### src/rtl/rds_block_sync.sv
// RDS receive block synchroniser: finds block boundaries via offset-word syndromes and emits
// 16-bit information words. Optional group assembly enabled by `define RDS_GROUP_ASSEMBLY_EN.
module rds_block_sync #(
  parameter int unsigned MAX_BAD = 8
) (
  input  logic        clk,
  input  logic        reset,
  input  logic        bit_in,
  input  logic        bit_valid,
  output logic [15:0] blk_data,
  output logic [2:0]  blk_id,
  output logic        blk_valid,
  output logic        blk_err,
  output logic        synced
`ifdef RDS_GROUP_ASSEMBLY_EN
  ,
  output logic [63:0] grp_data,
  output logic [3:0]  grp_err,
  output logic        grp_valid
`endif
);

  localparam logic [1:0] StSearch  = 2'd0;
  localparam logic [1:0] StConfirm = 2'd1;
  localparam logic [1:0] StSync    = 2'd2;

  localparam logic [2:0] IdA    = 3'd0;
  localparam logic [2:0] IdB    = 3'd1;
  localparam logic [2:0] IdC    = 3'd2;
  localparam logic [2:0] IdCp   = 3'd3;
  localparam logic [2:0] IdD    = 3'd4;
  localparam logic [2:0] IdNone = 3'd7;

  localparam logic [9:0] OffA  = 10'h0FC;
  localparam logic [9:0] OffB  = 10'h198;
  localparam logic [9:0] OffC  = 10'h168;
  localparam logic [9:0] OffCp = 10'h350;
  localparam logic [9:0] OffD  = 10'h1B4;

  logic [25:0] sr_q, sr_d;
  logic [1:0]  state_q, state_d;
  logic [4:0]  bitcnt_q, bitcnt_d;
  logic [2:0]  exp_q, exp_d;
  logic [3:0]  bad_cnt_q, bad_cnt_d;
  logic        eval_q, eval_d;
  logic        loss_q, loss_d;
  logic        synced_d;

  logic [9:0]  syndrome;
  logic        hit, exp_hit;
  logic [2:0]  match_id;
  logic        emit, emit_err;
  logic [2:0]  emit_id;

  // data(x) * x^10 mod g(x), g = x^10+x^8+x^7+x^5+x^4+x^3+1
  function automatic logic [9:0] crc10(input logic [15:0] d);
    logic [9:0] r;
    logic       fb;
    r = '0;
    for (int i = 15; i >= 0; i--) begin
      fb = d[i] ^ r[9];
      r  = {r[8:0], 1'b0};
      if (fb) r = r ^ 10'h1B9;
    end
    return r;
  endfunction

  function automatic logic [2:0] next_id(input logic [2:0] id);
    case (id)
      IdA:       return IdB;
      IdB:       return IdC;
      IdC, IdCp: return IdD;
      default:   return IdA;
    endcase
  endfunction

  always_comb begin
    syndrome = crc10(sr_q[25:10]) ^ sr_q[9:0];
    hit      = 1'b1;
    match_id = IdNone;
    if      (syndrome == OffA)  match_id = IdA;
    else if (syndrome == OffB)  match_id = IdB;
    else if (syndrome == OffC)  match_id = IdC;
    else if (syndrome == OffCp) match_id = IdCp;
    else if (syndrome == OffD)  match_id = IdD;
    else                        hit = 1'b0;
    // An expected C accepts either C or C'
    exp_hit = hit && ((match_id == exp_q) || (exp_q == IdC && match_id == IdCp));
  end

  always_comb begin
    sr_d      = bit_valid ? {sr_q[24:0], bit_in} : sr_q;
    state_d   = state_q;
    bitcnt_d  = bitcnt_q;
    exp_d     = exp_q;
    bad_cnt_d = bad_cnt_q;
    eval_d    = 1'b0;
    loss_d    = 1'b0;
    synced_d  = loss_q ? 1'b0 : synced;
    emit      = 1'b0;
    emit_id   = IdNone;
    emit_err  = 1'b0;

    if (eval_q) begin
      case (state_q)
        StSearch: begin
          if (hit) begin
            state_d  = StConfirm;
            exp_d    = next_id(match_id);
            bitcnt_d = '0;
          end
        end
        StConfirm: begin
          if (exp_hit) begin
            state_d   = StSync;
            emit      = 1'b1;
            emit_id   = match_id;
            synced_d  = 1'b1;
            bad_cnt_d = '0;
            exp_d     = next_id(match_id);
          end else begin
            state_d  = StSearch;
            bitcnt_d = '0;
          end
        end
        StSync: begin
          emit  = 1'b1;
          exp_d = next_id(exp_q);
          if (exp_hit) begin
            emit_id   = match_id;
            bad_cnt_d = '0;
          end else begin
            emit_id   = exp_q;
            emit_err  = 1'b1;
            bad_cnt_d = bad_cnt_q + 4'd1;
            // synced stays high for this strobe and drops via loss_q next cycle
            if (bad_cnt_q + 4'd1 == 4'(MAX_BAD)) begin
              state_d   = StSearch;
              bitcnt_d  = '0;
              bad_cnt_d = '0;
              loss_d    = 1'b1;
            end
          end
        end
        default: begin
          state_d  = StSearch;
          bitcnt_d = '0;
        end
      endcase
    end

    // A bit arriving alongside an evaluation belongs to the post-evaluation state
    if (bit_valid) begin
      if (state_d == StSearch) begin
        eval_d = 1'b1;
      end else if (bitcnt_d == 5'd25) begin
        bitcnt_d = '0;
        eval_d   = 1'b1;
      end else begin
        bitcnt_d = bitcnt_d + 5'd1;
      end
    end
  end

  always_ff @(posedge clk) begin
    if (reset) begin
      sr_q      <= '0;
      state_q   <= StSearch;
      bitcnt_q  <= '0;
      exp_q     <= IdA;
      bad_cnt_q <= '0;
      eval_q    <= 1'b0;
      loss_q    <= 1'b0;
      blk_data  <= '0;
      blk_id    <= IdNone;
      blk_valid <= 1'b0;
      blk_err   <= 1'b0;
      synced    <= 1'b0;
    end else begin
      sr_q      <= sr_d;
      state_q   <= state_d;
      bitcnt_q  <= bitcnt_d;
      exp_q     <= exp_d;
      bad_cnt_q <= bad_cnt_d;
      eval_q    <= eval_d;
      loss_q    <= loss_d;
      blk_valid <= emit;
      synced    <= synced_d;
      if (emit) begin
        blk_data <= sr_q[25:10];
        blk_id   <= emit_id;
        blk_err  <= emit_err;
      end
    end
  end

`ifdef RDS_GROUP_ASSEMBLY_EN
  logic [63:0] grp_buf_q;
  logic [3:0]  grp_ebuf_q;
  logic [2:0]  grp_cnt_q;
  logic        grp_pend_q;

  // grp_cnt_q counts blocks collected in order since the last A
  always_ff @(posedge clk) begin
    if (reset) begin
      grp_buf_q  <= '0;
      grp_ebuf_q <= '0;
      grp_cnt_q  <= '0;
      grp_pend_q <= 1'b0;
      grp_data   <= '0;
      grp_err    <= '0;
      grp_valid  <= 1'b0;
    end else begin
      grp_pend_q <= 1'b0;
      grp_valid  <= grp_pend_q;
      if (grp_pend_q) begin
        grp_data <= grp_buf_q;
        grp_err  <= grp_ebuf_q;
      end
      if (emit) begin
        case (emit_id)
          IdA: begin
            grp_buf_q[63:48] <= sr_q[25:10];
            grp_ebuf_q[3]    <= emit_err;
            grp_cnt_q        <= 3'd1;
          end
          IdB: begin
            if (grp_cnt_q == 3'd1) begin
              grp_buf_q[47:32] <= sr_q[25:10];
              grp_ebuf_q[2]    <= emit_err;
              grp_cnt_q        <= 3'd2;
            end else begin
              grp_cnt_q <= '0;
            end
          end
          IdC, IdCp: begin
            if (grp_cnt_q == 3'd2) begin
              grp_buf_q[31:16] <= sr_q[25:10];
              grp_ebuf_q[1]    <= emit_err;
              grp_cnt_q        <= 3'd3;
            end else begin
              grp_cnt_q <= '0;
            end
          end
          IdD: begin
            if (grp_cnt_q == 3'd3) begin
              grp_buf_q[15:0] <= sr_q[25:10];
              grp_ebuf_q[0]   <= emit_err;
              grp_pend_q      <= 1'b1;
            end
            grp_cnt_q <= '0;
          end
          default: grp_cnt_q <= '0;
        endcase
        if (loss_d) grp_cnt_q <= '0;
      end
    end
  end
`endif

endmodule

### config.mk
export PLATFORM = sky130hd
export DESIGN_NAME = rds_block_sync
export DESIGN_NICKNAME = d
export VERILOG_FILES = /design/src/rtl/rds_block_sync.sv
export SDC_FILE = /design/constraint.sdc
export NUM_CORES = 1
export LEC_CHECK = 0
export BUFFER_PORTS_ARGS = -buffer_cell sky130_fd_sc_hd__buf_2
export CAP_MARGIN = 20
export CORE_ASPECT_RATIO = 0.9
export CORE_UTILIZATION = 44
export DETAILED_ROUTE_END_ITERATION = 8
export HOLD_SLACK_MARGIN = 0.1
export PLACE_DENSITY = 0.59
export SKIP_CTS_REPAIR_TIMING = 1
export SLEW_MARGIN = 40
export SYNTH_ARGS = -nofsm -noshare
export SYNTH_HDL_FRONTEND = slang
export SYNTH_SLANG_ARGS = --single-unit
### constraint.sdc
create_clock -name clk -period 6.7 [get_ports clk]
set_clock_uncertainty 0.2 [all_clocks]
set_input_delay 0.67 -clock clk [delete_from_list [all_inputs] [get_ports clk]]
set_output_delay 0.67 -clock clk [all_outputs]
set_load 0.005 [all_outputs]
Word-level counts from Yosys, hierarchy flattened
Cells that the tools add are included.
{"block": "totals", "regBits": 64, "in_bits": 4, "word_cells": 148}
{"block": "classes", "add_sub_neg": 2, "n_eq_ne": 18, "mux": 67, "n_bitwise": 34, "reduce_logical": 15}
{"operator": "$mux 9", "n": 16}
{"operator": "$not 6->6", "n": 15}
{"operator": "$mux 5", "n": 8}
{"operator": "$eq 10x9->1 const B", "n": 3}
{"operator": "$mux 3", "n": 9}
{"operator": "$pmux 3 s3", "n": 3}
{"operator": "$mux 1", "n": 17}
{"operator": "$pmux 5 s3", "n": 1}
{"operator": "$xor 1x1->1", "n": 14}
{"operator": "$eq 3x2->1 const B", "n": 4}
{"operator": "$mux 2", "n": 6}
{"operator": "$mux 4", "n": 3}
{"operator": "$eq 10x10->1 const B", "n": 1}
{"operator": "$eq 10x8->1 const B", "n": 1}
{"operator": "$xor 10x10->10", "n": 1}
{"operator": "$pmux 4 s2", "n": 1}
{"operator": "$eq 3x1->1 const B", "n": 2}
{"operator": "$logic_not 3->1", "n": 2}
{"operator": "$pmux 2 s3", "n": 1}
{"operator": "$pmux 3 s2", "n": 1}
{"operator": "$reduce_or 2->1", "n": 3}
{"operator": "$add 5x1->5 const B", "n": 1}
{"operator": "$eq 5x5->1 const B", "n": 1}
{"operator": "$add 4x1->4 const B", "n": 1}
{"operator": "other kinds (16)", "n": 21}

Longest topological paths before layout
Gate-level depths: netlist (run 1).
{"block": "logic_depth", "word_depth": 49, "ltp_mapped": 18}

Worst setup path before layout (run 1)
OpenSTA, ideal clock, no wires.
{"block": "synth_path", "path_kind": "flip-flop to flip-flop", "startpoint": "register sr_q[12]", "endpoint": "register bitcnt_q[1]", "arrival_ps": 4572, "required_time_ps": 6430, "setup_slack_ps": 1858, "path_stages_with_launch": 17, "path_cell_list": "dfxtp_1 > xor3_2 > xor2_2 > xnor3_1 > xnor2_4 > or3b_1 > a221o_1 > a21oi_2 > nor4b_1 > a221o_1 > o221a_4 > and2_1 > ha_1 > and4_1 > nand2_1 > or3b_1 > a21oi_1"}
{"block": "synth_via", "elab_chain_len": 24, "word_cells_on_any_way": 44, "cone_classes": "add/sub: 1; eq/ne: 8; mux: 26; bitwise: 5; reduce/logical: 4"}
{"item": "from (decl)", "line": "40", "rtl": "logic [25:0] sr_q, sr_d;"}
{"item": "from (signal assigned)", "line": "180", "rtl": "sr_q <= sr_d;"}
{"item": "$xor 1x1->1 (*)", "line": "61", "rtl": "fb = d[i] ^ r[9];"}
{"item": "$mux 9 (*)", "line": "63", "rtl": "if (fb) r = r ^ 10'h1B9;"}
{"item": "$not 6->6 (no source line)"}
{"item": "$mux 9", "line": "63"}
{"item": "$not 6->6 (no source line)"}
{"item": "$mux 9", "line": "63"}
{"item": "$xor 10x10->10 (*)", "line": "78", "rtl": "syndrome = crc10(sr_q[25:10]) ^ sr_q[9:0];"}
{"item": "$eq 10x9->1", "line": "85", "rtl": "else if (syndrome == OffD) match_id = IdD;"}
{"item": "(+8 left out)"}
{"item": "$logic_and 1x1->1", "line": "88", "rtl": "exp_hit = hit && ((match_id == exp_q) || (exp_q == IdC && match_id == IdCp));"}
{"item": "$mux 5 (on tied branches)", "line": "129, 114"}
{"item": "$pmux 5 s3", "line": "105", "rtl": "case (state_q)"}
{"item": "$mux 5", "line": "104", "rtl": "if (eval_q) begin"}
{"item": "$add 5x1->5 or $eq 5x5->1 (tied branches)", "line": "160, 156"}
{"item": "$mux 5", "line": "156", "rtl": "end else if (bitcnt_d == 5'd25) begin"}
{"item": "$mux 5", "line": "154", "rtl": "if (state_d == StSearch) begin"}
{"item": "$mux 5 (*)", "line": "153", "rtl": "if (bit_valid) begin"}
{"item": "to (signal assigned)", "line": "182", "rtl": "bitcnt_q <= bitcnt_d;"}
{"item": "to (decl)", "line": "42", "rtl": "logic [4:0] bitcnt_q, bitcnt_d;"}
Every way passes the cells marked *; elsewhere a longest branch is shown, timed or not.
A chain may end at the register's enable or synchronous reset.

Worst setup path in the final report (run 1)
{"block": "layout_path", "startpoint": "register sr_q[22]", "endpoint": "register bitcnt_q[1]"}
{"block": "layout_via", "elab_chain_len": 40, "word_cells_on_any_way": 74, "cone_classes": "add/sub: 1; eq/ne: 8; mux: 36; bitwise: 25; reduce/logical: 4"}
{"item": "$xor 1x1->1 (*)", "line": "61"}
{"item": "$mux 9 (*)", "line": "63"}
{"item": "$not 6->6 (no source line)"}
{"item": "$mux 9", "line": "63"}
{"item": "$not 6->6 (no source line)"}
{"item": "$mux 9 (2 in series)", "line": "63"}
{"item": "$not 6->6 (no source line)"}
{"item": "$mux 9", "line": "63"}
{"item": "(+23 left out)"}
{"item": "$logic_and 1x1->1", "line": "88"}
{"item": "$mux 5 (on tied branches)", "line": "129, 114"}
{"item": "$pmux 5 s3", "line": "105"}
{"item": "$mux 5", "line": "104"}
{"item": "$add 5x1->5 or $eq 5x5->1 (tied branches)", "line": "160, 156"}
{"item": "$mux 5", "line": "156"}
{"item": "$mux 5", "line": "154"}
{"item": "$mux 5 (*)", "line": "153"}
Marked as above.

==> impl_metrics.py, run 1 <==
metrics = {
    "outcome": {
        "outcome": "completed",
    },
    "placed_design": {
        "dpl_worst_slack_ns": 1.203,
        "gp_congestion": 0.8700,
        "dpl_cell_area_um2": 4433,
        "dpl.hpwl_um": 6384,
        "io_buffers": 25,
    },
    "critical_path": {
        "slowest_delay_ns": 0.61,
        "crit_fanout": 8,
        "arrival_ns": 5.49,
        "worstPathRequired_ns": 6.77,
        "crit_path_top_delay_cell": "dfxtp_1",
        "path_cells": "xnor3_1, xor2_2, xnor2_4, xnor3_2, nor3_2, o221ai_1, nor3_1, nor4b_2, a221o_1, o221a_4, and2_1, ha_1, and4_1, nand2_1, or3b_1, a21oi_1",
        "start_kind": "flip-flop",
        "crit_family": "simple AND/OR/NAND/NOR gates",
        "cp-end-kind": "flip-flop",
        "worstSetupPathType": "reg2reg",
        "crit_buf_inv": 0,
    },
    "sta": {
        "rsz0062_at_grt": "false",
        "fmax_ghz": 0.1845,
        "period_share": 0.8089,
        "slew_violations": 0,
        "holdWs_ns": 0.2783,
        "slew_headroom": 0.4958,
        "fin_tns_setup_ns": 0,
        "tightest_slew_ns": 0.7510,
        "setup_violations": 0,
        "finalHoldViolCount": 0,
        "period_minus_slack_ns": 5.420,
        "setup_slack_ns": 1.280,
    },
    "logic_synthesis": {
        "synth_top_area_share": 0.3028,
        "yosysTopAreaCell": "dfxtp_1",
        "ys.flop_type": "dfxtp_1",
        "syn-cell-area_um2": 4232,
        "synth_area_leaders": "dfxtp_1 (30%), mux2i_1 (12%), xnor2_1 (6.6%), nor2_1 (5.6%), xnor3_1 (4.3%)",
        "syn-num-nets": 459,
        "synth_edf_count": 0,
        "yosysWarningCount": 0,
        "synthDistinctLibCells": 73,
        "async_flop_share": 0,
        "ys_ff_latch": 64,
        "netlist_instances": 448,
        "ys_seq_area_frac": 0.3028,
        "avgSynthCellArea_um2": 9.445,
    },
    "finish": {
        "n_antenna_cell": 0,
        "fin_nets": 476,
        "final_common_cell": "dfxtp_1",
        "multi_input_area_um2": 2809,
        "drive_gt1_frac": 0.1638,
        "synthToLayoutAreaGrowth_pct": 9.373,
        "seqCellArea_um2": 1281,
        "layout.cells.most_common_list": "dfxtp_1 (64), nor2_1 (62), mux2i_1 (52), xnor2_1 (32), buf_2 (25)",
        "nFillCells": 863,
        "design_area_um2": 4628,
    },
    "job": {
        "cap_viol_max_count": 0,
    },
    "routing": {
        "first_iter_violations": 207,
        "route.vias.total": 3254,
        "drt_wl_total_um": 9001,
        "post_drt_wl_per_cell_um": 15.20,
        "viasPerCell": 5.497,
        "drc": 0,
        "ant_nets": 0,
        "drt-pass1-iter-count": 5,
    },
    "clock_network": {
        "clk_pin_slew_worst_paths_ns": 0.07,
        "insertion_delay_ns": 0.35,
        "cts_buffer_depth": 2,
        "cts_buffers": 9,
        "cts.sink_count": 64,
        "htree_levels": 3,
        "cts_tree": "done",
        "cts_root_buf": "clkbuf_8",
    },
    "global_routing": {
        "grt.busiest_layer": "met2",
        "grt_pass1_wl_um": 14750,
        "grt_overflow_total": 0,
        "antenna_found_initial": 0,
        "grtUsageMet3": 0.03964,
        "grt.met2_usage": 0.2785,
        "grtUsageTotal": 0.1898,
        "grt_pass1_vias": 2946,
        "grt_max_degree": 63,
        "grt_util_met1": 0.2725,
    },
    "floorplanning": {
        "rows": 33,
        "die_w_um": 105.4,
        "start_util": 0.4596,
        "io_pins": 26,
        "fp.dieH_um": 95.04,
        "core_area_um2": 9208,
        "dieArea_um2": 10010,
    },
    "hold_path": {
        "hold_class": "reg2reg",
    },
    "power": {
        "vdd_ir_drop_max_v": 0.00009358,
        "p_per_area_nw_per_um2": 155.8,
        "leakage_nw": 1.759,
    },
}
-- worst paths after layout --
check / from / endpoint / slack (ns) / cells past startpoint
worst max-delay path: sr_q[22] / bitcnt_q[1] / 1.28 / 16
worst min-delay path: synced / synced / 0.28 / 2
worst max register to register: sr_q[22] / bitcnt_q[1] / 1.28 / 16
worst min register to register: synced / synced / 0.28 / 2
-- layout make-up --
cell class,instances,share of cell area
repair buffers,28,0.03190
flip-flops and latches,64,0.2768
clock inverters,5,0.008110
multi-input cells,349,0.6069
well taps,122,0.03298
clock buffers,11,0.03271
inverters,13,0.01054
-- power breakdown --
group / leakage, nW / switching [W] / internal (W)
combinational: 1.15 / 0.0000143 / 0.00000834
clock: 0.0924 / 0.000159 / 0.000156
sequential: 0.516 / 0.00000190 / 0.000382
-- cell usage after synthesis (7+ instances only) --
library cell,instances
dfxtp_1,64
xnor2_1,32
xnor3_1,8
nand2_1,23
ha_1,7
nor3_1,8
nor2_1,63
a21oi_1,18
o21ai_0,16
inv_1,13
clkbuf_1,13
xor2_1,9
mux2i_1,52
-- state kept, by name, summed over array words and instances (netlist names) --
name,count
bad_cnt_q,4
bitcnt_q,5
blk_data,16
blk_err,1
blk_id,3
blk_valid,1
eval_q,1
exp_q,3
loss_q,1
sr_q,26
state_q,2
synced,1
-- layer usage --
metal	part of all wire	routed length [um]	vias to the layer above
met5	0	0	-
met4	0.015	139	0
met3	0.051	462	12
met2	0.41	3704	91
met1	0.52	4694	1534
li1	-	-	1617
-- metrics by stage --
step           std cells  total power [W]    util
2_1_floorplan        448        0.0004097       -
4_1_cts              592        0.0007321  0.5020
3_3_place_gp         576        0.0004152  0.4815
3_5_place_dp         576        0.0004154  0.4815
5_1_grt              592        0.0007558  0.5027
6_report             592        0.0007212  0.5027
-- worst min-delay path, delay by kind of cell (launching register included) --
family | cells | cell delay, ns
compound gates | 1 | 0.06
flops | 1 | 0.31
simple gates | 1 | 0.06
-- cell families (layout without fill, tap and decap cells) --
family	count (synthesis)	in the layout	synth area share
buffers and inverters	35	57	0.03548
AOI/OAI and AO/OA	77	77	0.1337
xor gates and xnor gates	66	66	0.2129
muxes	52	52	0.1230
adders and majority gates	7	7	0.02070
DFF	64	64	0.3028
and+or+nand+nor	147	147	0.1715
Power figures use the tool's default switching activity.
==> inputs of run 2 (changes only) <==
--- a/config.mk
+++ b/config.mk
@@ -5,13 +5,14 @@
 export SDC_FILE = /design/constraint.sdc
 export NUM_CORES = 1
 export LEC_CHECK = 0
+export ABC_AREA = 1
 export BUFFER_PORTS_ARGS = -buffer_cell sky130_fd_sc_hd__buf_2
 export CAP_MARGIN = 20
 export CORE_ASPECT_RATIO = 0.9
 export CORE_UTILIZATION = 44
 export DETAILED_ROUTE_END_ITERATION = 8
 export HOLD_SLACK_MARGIN = 0.1
-export PLACE_DENSITY = 0.59
+export PLACE_DENSITY = 0.61
 export SKIP_CTS_REPAIR_TIMING = 1
 export SLEW_MARGIN = 40
 export SYNTH_ARGS = -nofsm -noshare
==> constraint.sdc (replaced) <==
create_clock -name clk -period 4.9 [get_ports clk]
set_clock_uncertainty 0.2 [all_clocks]
set_input_delay 0.49 -clock clk [delete_from_list [all_inputs] [get_ports clk]]
set_output_delay 0.49 -clock clk [all_outputs]
set_load 0.005 [all_outputs]
==> run 2 against run 1 <==
Against the previous run: clock power increased by 46%; global-route usage grew 3.1 points; core utilization increased by 10 points; total power rose to 4.4 times the previous value; hold slack lost 0.022 ns; clock-buffer cell count unchanged; flip-flop and latch count stayed put; critical path type unchanged; largest cell class unchanged; largest power group is now combinational cells; highest routed layer unchanged.
==> impl_metrics.py, run 2 <==
metrics = {
    "outcome": {
        "outcome": "completed",
    },
    "clock_network": {
        "cts.sink_count": 64,
        "cts_buffers": 9,
        "htree_levels": 3,
        "cts_buffer_depth": 2,
        "clk_pin_slew_worst_paths_ns": 0.07,
        "cts_root_buf": "clkbuf_8",
        "insertion_delay_ns": 0.34,
        "cts_tree": "done",
    },
    "sta": {
        "setup_violations": 0,
        "fin_tns_setup_ns": 0,
        "tightest_slew_ns": 0.7708,
        "period_share": 0.9661,
        "fmax_ghz": 0.2112,
        "finalHoldViolCount": 0,
        "holdWs_ns": 0.2565,
        "slew_violations": 0,
        "period_minus_slack_ns": 4.734,
        "slew_headroom": 0.4861,
        "rsz0062_at_grt": "true",
    },
    "critical_path": {
        "r2r_end": "bitcnt_q[1]",
        "crit_path_top_delay_cell": "dfxtp_4",
        "crit_fanout": 7,
        "crit_start": "sr_q[25]",
        "worst-r2r-setup-slack_ns": 0.17,
        "worstSetupPathType": "reg2reg",
        "reg2reg_from": "sr_q[25]",
        "worstPathRequired_ns": 4.92,
        "cp-end-kind": "flip-flop",
        "start_kind": "flip-flop",
        "arrival_ns": 4.76,
        "reg2reg_depth": 46,
        "worst_path_most_repeated_cell": "nand2_2",
        "slowest_delay_ns": 0.45,
    },
    "finish": {
        "drive_gt1_frac": 0.3815,
        "seqCellArea_um2": 1308,
        "n_antenna_cell": 0,
        "layout.cells.most_common_list": "nand2_1 (109), inv_1 (64), o21ai_0 (56), dfxtp_1 (55)",
        "largest_reg_flops": 26,
        "postLayoutCoreUtil": 0.6057,
        "top_register": "sr_q",
        "multi_input_area_um2": 3443,
        "nFillCells": 883,
        "fin_cells": 852,
        "reg_top3": "sr_q: 26 flops, blk_data: 16 flops, bitcnt_q: 5 flops",
        "final_common_cell": "nand2_1",
        "synthToLayoutAreaGrowth_pct": 32.78,
        "fin_nets": 734,
    },
    "logic_synthesis": {
        "syn-num-nets": 681,
        "ys_seq_area_frac": 0.2896,
        "synthDistinctLibCells": 34,
        "avgSynthCellArea_um2": 6.603,
        "synth_top_area_share": 0.2896,
        "syn-cell-area_um2": 4424,
        "netlist_instances": 670,
        "ys.flop_type": "dfxtp_1",
        "synth_area_leaders": "dfxtp_1 (29%), nand2_1 (13%), nand3_1 (7.1%), o21ai_0 (6.3%), a21oi_1 (6.2%)",
        "synth_edf_count": 0,
        "synth.most_common_cell": "nand2_1",
        "synth_common_cells": "nand2_1 (153), inv_1 (71), dfxtp_1 (64)",
        "ys_ff_latch": 64,
        "yosysWarningCount": 0,
        "async_flop_share": 0,
        "yosysTopAreaCell": "dfxtp_1",
    },
    "power": {
        "leakage_nw": 2.796,
        "p_per_area_nw_per_um2": 541.8,
        "swShare": 0.5109,
        "seq_power_share": 0.177,
        "power.share.clock": 0.145,
        "p_int_w": 0.001557,
        "switching_power_w": 0.001626,
        "vdd_ir_drop_max_v": 0.0006007,
        "totalPowerFinal_w": 0.003183,
        "combPwrFrac": 0.679,
    },
    "floorplanning": {
        "io_pins": 26,
        "rows": 34,
        "fp.dieH_um": 97.13,
        "core_area_um2": 9699,
        "dieArea_um2": 10460,
        "die_w_um": 107.7,
        "start_util": 0.4561,
    },
    "hold_path": {
        "holdCritStartpoint": "bit_in",
        "hold-path-endpoint": "sr_q[0]",
        "hold_depth": 3,
        "hold_class": "in2reg",
    },
    "placed_design": {
        "placedCellCount": 812,
        "dpl.hpwl_um": 8127,
        "io_buffers": 25,
        "gp_congestion": 0.9058,
    },
    "routing": {
        "post_drt_wl_per_cell_um": 14.24,
        "drt-pass1-iter-count": 4,
        "drt_wl_total_um": 12140,
        "route.vias.total": 4442,
        "viasPerCell": 5.214,
        "ant_nets": 0,
        "first_iter_violations": 253,
        "drc": 0,
    },
    "global_routing": {
        "grt_overflow_total": 0,
        "grtUsageTotal": 0.2204,
        "grt_pass1_wl_um": 18420,
        "antenna_found_initial": 0,
        "grt_pass1_vias": 3839,
        "grt_max_degree": 53,
    },
    "job": {
        "cap_viol_max_count": 0,
    },
}
[run 2: cell types whose count changed after synthesis, moves of 14 or more]
| cell | previous run | this run |
|---|---|---|
| nand2_1 | 23 | 153 |
| inv_1 | 13 | 71 |
| nand3_1 | 6 | 63 |
| mux2i_1 | 52 | 0 |
| nand2_2 | 0 | 43 |
| o21ai_0 | 16 | 56 |
| a21oi_1 | 18 | 55 |
| nor2_1 | 63 | 35 |
| xnor2_1 | 32 | 8 |
| nand2_4 | 0 | 19 |
| nand3_2 | 0 | 17 |
| inv_2 | 0 | 14 |
[run 2: power by group through the flow]
| stage | clock (W) | combinational (W) | sequential, W |
|---|---|---|---|
| after floorplan | 0 | 0.00119 | 0.000560 |
| after global placement | 0 | 0.00141 | 0.000568 |
| after detailed placement | 0 | 0.00143 | 0.000569 |
| after CTS | 0.000470 | 0.00143 | 0.000557 |
| after global routing | 0.000495 | 0.00235 | 0.000564 |
| final | 0.000460 | 0.00216 | 0.000562 |
[run 2: final cells by class]
class                   count  area share
clock buffers              11     0.02577
inverters                  86     0.06049
well taps                 126     0.02684
repair buffers             60     0.07093
clock inverters             3    0.007242
flip-flops and latches     64      0.2226
multi-input cells         502      0.5862
[run 2: through the flow]
stage | setup WS, ns | cell area [um2]
global route | -0.2186 | 5874
CTS | -0.1031 | 4903
global placement | 0.01949 | 4710
finish | 0.1660 | 5874
detailed placement | -0.05343 | 4710
floorplan | 0.5196 | 4424
[run 2: critical path: cells and delay by family, from the launching register on]
| kind | cells | cell delay (ns) |
|---|---|---|
| simple gates | 39 | 3.33 |
| fa+ha+maj | 1 | 0.15 |
| compound gates | 1 | 0.05 |
| buf+inv | 5 | 0.39 |
| flops | 1 | 0.45 |
[run 2: worst max path at each step]
stage,endpoint,depth (start not counted)
6_report,bitcnt_q[1],46
5_1_grt,bitcnt_q[4],47
4_1_cts,bitcnt_q[4],47
3_5_place_dp,bitcnt_q[1],47
3_3_place_gp,bitcnt_q[1],45
2_1_floorplan,bitcnt_q[1],47
[run 2: kinds of logic after synthesis]
family,synth area share
AND/OR/NAND/NOR,0.4265
adder cells (fa/ha/maj),0.01980
flip-flops,0.2896
buffers and inverters,0.09107
AO/OA/AOI/OAI,0.1374
XOR/XNOR,0.03563
[run 2: layer usage]
metal  track usage  part of all wire
met5             0                 0
met4       0.05796             0.012
met3       0.04225             0.029
met2        0.3343              0.50
met1        0.3174              0.46
